==> src/rtl/audio_frame_fifo.sv <==
// Multi-channel audio frame FIFO with a registered output frame, output hold and sticky overflow/underflow flags.
// Optional feature: define AUDIO_FIFO_UNDERFLOW_MUTE_EN to output silence on an underflowing pop instead of repeating the last frame.
module audio_frame_fifo #(
  parameter int DATA_W   = 24,
  parameter int CHANNELS = 2,
  parameter int DEPTH    = 8
) (
  input  logic                         CLK,
  input  logic                         nRST,
  input  logic                         in_valid,
  input  logic [CHANNELS*DATA_W-1:0]   in_data,
  output logic                         in_ready,
  input  logic                         out_req,
  input  logic                         hold_output,
  input  logic                         clear_flags,
  output logic [CHANNELS*DATA_W-1:0]   out_data,
  output logic                         out_valid,
  output logic [$clog2(DEPTH):0]       level,
  output logic                         overflow,
  output logic                         underflow
);

  localparam int FW = CHANNELS * DATA_W;
  localparam int AW = $clog2(DEPTH);
  localparam int LW = AW + 1;

  typedef logic [AW-1:0] ptr_t;
  typedef logic [LW-1:0] lvl_t;
  typedef logic [FW-1:0] frame_t;

  // DEPTH is a power of two, so dropping the carry gives the modulo wrap.
  function automatic ptr_t ptr_inc(input ptr_t p);
    return p + ptr_t'(1);
  endfunction

  frame_t mem_q [DEPTH];

  ptr_t   wr_ptr_q, wr_ptr_d;
  ptr_t   rd_ptr_q, rd_ptr_d;
  lvl_t   level_q, level_d;
  frame_t out_data_q, out_data_d;
  logic   out_valid_q, out_valid_d;
  logic   overflow_q, overflow_d;
  logic   underflow_q, underflow_d;

  logic full, empty;
  logic push, drop, pop_req, pop, under;

  // Full/empty come from the pre-edge occupancy, so a same-cycle pop cannot make room
  // for a push and a same-cycle push cannot satisfy a pop.
  assign full    = (level_q == lvl_t'(DEPTH));
  assign empty   = (level_q == '0);
  assign push    = in_valid && !full;
  assign drop    = in_valid && full;
  assign pop_req = out_req && !hold_output;
  assign pop     = pop_req && !empty;
  assign under   = pop_req && empty;

  always_comb begin
    wr_ptr_d    = wr_ptr_q;
    rd_ptr_d    = rd_ptr_q;
    level_d     = level_q;
    out_data_d  = out_data_q;
    out_valid_d = 1'b0;

    if (push) begin
      wr_ptr_d = ptr_inc(wr_ptr_q);
    end

    if (pop) begin
      rd_ptr_d    = ptr_inc(rd_ptr_q);
      out_data_d  = mem_q[rd_ptr_q];
      out_valid_d = 1'b1;
    end

`ifdef AUDIO_FIFO_UNDERFLOW_MUTE_EN
    if (under) begin
      out_data_d = '0;
    end
`endif

    unique case ({push, pop})
      2'b10:   level_d = level_q + lvl_t'(1);
      2'b01:   level_d = level_q - lvl_t'(1);
      default: level_d = level_q;
    endcase
  end

  // A fresh event in the same cycle as clear_flags keeps the flag set.
  always_comb begin
    overflow_d  = drop  || (overflow_q  && !clear_flags);
    underflow_d = under || (underflow_q && !clear_flags);
  end

  always_ff @(posedge CLK or negedge nRST) begin
    if (!nRST) begin
      wr_ptr_q    <= '0;
      rd_ptr_q    <= '0;
      level_q     <= '0;
      out_data_q  <= '0;
      out_valid_q <= 1'b0;
      overflow_q  <= 1'b0;
      underflow_q <= 1'b0;
    end else begin
      wr_ptr_q    <= wr_ptr_d;
      rd_ptr_q    <= rd_ptr_d;
      level_q     <= level_d;
      out_data_q  <= out_data_d;
      out_valid_q <= out_valid_d;
      overflow_q  <= overflow_d;
      underflow_q <= underflow_d;
    end
  end

  // Frame storage carries no reset; occupancy is governed by the pointers alone.
  always_ff @(posedge CLK) begin
    if (push) begin
      mem_q[wr_ptr_q] <= in_data;
    end
  end

  assign in_ready  = !full;
  assign out_data  = out_data_q;
  assign out_valid = out_valid_q;
  assign level     = level_q;
  assign overflow  = overflow_q;
  assign underflow = underflow_q;

endmodule

==> config.mk <==
export PLATFORM = sky130hd
export DESIGN_NAME = audio_frame_fifo
export DESIGN_NICKNAME = d
export VERILOG_FILES = /design/src/rtl/audio_frame_fifo.sv
export SDC_FILE = /design/constraint.sdc
export NUM_CORES = 1
export LEC_CHECK = 0
export ABC_AREA = 0
export BUFFER_PORTS_ARGS = -buffer_cell sky130_fd_sc_hd__buf_4
export CAP_MARGIN = 20
export CORE_ASPECT_RATIO = 0.5
export CORE_MARGIN = 2
export CORE_UTILIZATION = 50
export CTS_BUF_LIST = sky130_fd_sc_hd__clkbuf_4 sky130_fd_sc_hd__clkbuf_8
export DETAILED_ROUTE_END_ITERATION = 16
export PLACE_DENSITY = 0.76
export SYNTH_ARGS = -nofsm -noshare
export SYNTH_HDL_FRONTEND = slang
export SYNTH_SLANG_ARGS = --single-unit
export TNS_END_PERCENT = 50
==> constraint.sdc <==
create_clock -name CLK -period 6.65 [get_ports CLK]
set_input_delay 0.3325 -clock CLK [delete_from_list [all_inputs] [get_ports CLK]]
set_output_delay 0.3325 -clock CLK [all_outputs]
set_load 0.1 [all_outputs]
==> results_dict.tcl <==
set metrics [dict create \
    period_share_pct 47.4 \
    end_kind "flip-flop" \
    hold_viol 0 \
    die_area_um2 36100 \
    wl_per_cell_um 21.4 \
    p_per_area_nw_per_um2 470 \
    grtUsageTotal_pct 20.0 \
    route.detailed.drc 0 \
    row_count 48 \
    synth_cells 991 \
    startpoint_type "flip-flop" \
    drive_gt1_share_pct 24.3 \
    slew_violations 0 \
    vias 9266 \
    p_leak_nw 7.73 \
    synth_nets 1050 \
    cts_htree_levels 2 \
    fp.dieW_um 267 \
    initial_utilization_pct 50.4 \
    io_pins 110 \
    routabilityCongestion 0.776 \
    wl_um 36000 \
    fin_crit_ns 3.15 \
    cts_root_buf "clkbuf_8" \
    drv_cap 0 \
    via_per_inst 5.52 \
    holdCritPathClass "in -> async" \
    first_pass_iters 5 \
    clock-sinks 445 \
    core-area_um2 34200 \
    grt_pass1_wl_um 54300 \
    cp_data_arrival_time_ns 3.63 \
    grt_max_degree 158 \
    cts_max_path_buffers 3 \
    ys_ff_latch 445 \
    synth.cell_area_um2 17300 \
    reg2reg_slack_ns 3.50 \
    overflow 0 \
    fin_tns_setup_ns 0 \
    path_max_fanout 51 \
    critPathCapture "level[3]" \
    synth_seq_area_share_pct 75.7 \
    antenna_found_initial 1 \
    detailedPlacementHpwl_um 18000 \
    stdcell_count 1679 \
    num-nets-final 1237 \
    grt_pass1_vias 9749 \
    insertion_delay_ns 0.62 \
    cp-startpoint "level[1]" \
    place_inst 1513 \
    reg2reg_depth 8 \
    cts-buffers-inserted 61 \
    drt-initial-drc-count 939 \
    reg2reg_to "level[3]" \
    final.setup_skew_ns 0.0321 \
    rr_startpoint "level[1]" \
    fmax_mhz 317 \
    cts_tree "built" \
    die_y_um 135 \
    area_delta_synth_final_pct 18.2 \
    clkTransAtPathRegs_ns 0.06 \
    vdd_drop_max_mv 0.406 \
    post_cts_buffers 0 \
    rsz0062_at_grt "false" \
    status "complete, no violations" \
    io_buffers 109 \
    avgSynthCellArea_um2 17.4 \
    crit_required_ns 7.13 \
    setup_violations 0 \
    relSlewSlack_pct 24.2 \
    synth_warnings 0 \
    tightestPinTransition_ns 1.14 \
    ant_nets 0 \
    crit_type "reg -> reg" \
    synth.distinct_cells 33 \
]
-- layout by cell type (no fill, tap or decap), drive strengths merged, types with 3 or more instances in the layout --
master	count
clkinv	13
buf	124
edfxtp	384
dlygate4sd3	52
mux2i	192
xnor2	5
ha	5
nand2	108
nand3	49
nor2	8
dfrtp	61
nor3	3
xor2	3
inv	8
clkbuf	96
nand2b	4
a22oi	96
-- registers in the layout (all words and copies together) (netlist names) --
register   count
mem_q        384
out_data      48
level          4
rd_ptr_q       3
wr_ptr_q       3
out_valid      1
overflow       1
underflow      1
-- final cells by class --
type	instances	area, µm²
Tap cell	450	563
Inverter	6	25.0
Sequential cell	445	13100
Fill cell	2420	13800
Antenna cell	1	2.50
Clock buffer	96	1180
Timing Repair Buffer	176	1460
Multi-Input combinational cell	488	3950
Clock inverter	17	141
-- worst max-delay path: stages, from the launching register on --
cell	delay (ns)
dfrtp_1	0.46
or4_4	0.59
nand3b_4	0.67
inv_4	0.05
ha_1	0.28
nand3b_1	0.18
a2111oi_0	0.48
nor3_1	0.15
xnor2_1	0.15
-- layer usage --
layer  track usage, %  vias up  part of all wire (%)
met3             3.89       48                   7.4
met2             34.6      319                    51
li1                 -     4208                     -
met4             5.56        0                   1.2
met5                0        -                     0
met1             26.1     4691                    41
-- per-stage QoR --
| stage | instance area, µm² | setup WS [ns] | hold slack [ns] | total power (W) | util, % |
|---|---|---|---|---|---|
| global route | 20400 | 3.26 | 0.227 | 0.00996 | 59.6 |
| floorplan | 17300 | 1.03 | 0.0369 | 0.00654 | - |
| global placement | 18500 | 3.61 | 0.327 | 0.00732 | 54.2 |
| finish | 20400 | 3.50 | 0.228 | 0.00958 | 59.6 |
| CTS | 20400 | 3.51 | 0.195 | 0.00962 | 59.6 |
| detailed placement | 18500 | 3.53 | 0.321 | 0.00741 | 54.2 |
-- cell families after synthesis --
logic type	count (synthesis)	share of synthesized area, %
AO/OA/AOI/OAI	100	4.34
XOR/XNOR	8	0.406
adder cells (fa/ha/maj)	5	0.363
buffers and inverters	58	1.89
flip-flops	445	75.7
multiplexers	193	11.2
AND/OR/NAND/NOR	182	6.12
-- worst min path at each step --
stage,slack (ns),depth (start not counted),to,startpoint
final,0.23,2,out_data[12],nRST
after global routing,0.23,2,out_data[12],nRST
after CTS,0.20,2,out_data[12],nRST
after detailed placement,0.32,1,out_data[17],nRST
after global placement,0.33,1,out_data[17],nRST
after floorplan,0.04,0,level[0],nRST
-- cells in the mapped netlist --
cell       count  area [µm²]
and2_1         1        6.26
nand3_2       48         480
clkbuf_1      16        60.1
o22ai_1        1        6.26
nand2_1      108         405
mux2_2         1        11.3
o32ai_1        1        8.76
nand3b_1       1        7.51
nor2_1         8        30.0
buf_6          6        67.6
edfxtp_1     384       11500
inv_1          5        18.8
nand3_1        1        5.00
ha_1           5        62.6
or4b_4         1        13.8
nor4_1         1        6.26
buf_2         21         105
dfrtp_1       61        1530
and2_4         1        8.76
a2111oi_0      1        8.76
nand3b_4       1        20.0
mux2i_1      192        1920
a21oi_1        1        5.00
or4_4          1        11.3
nor3_1         3        15.0
xor2_1         3        26.3
buf_4          9        67.6
a22oi_1       96         721
inv_4          1        6.26
nor2b_1        2        12.5
nand2b_1       4        25.0
xnor2_1        5        43.8
nor4b_1        1        8.76
-- what timing repair did --
action                    in CTS  in global routing
hold endpoints to repair     410                  0
hold buffers                  52                  0
resized for setup              0                  0
-- report_power, final --
group | internal, W | switching (W) | total (W)
clock network | 0.00121 | 0.000986 | 0.00220
registers | 0.00358 | 0.000274 | 0.00385
logic | 0.000986 | 0.00255 | 0.00353
total | 0.00578 | 0.00381 | 0.00958
Note: power is estimated with default switching activity, not from simulation.
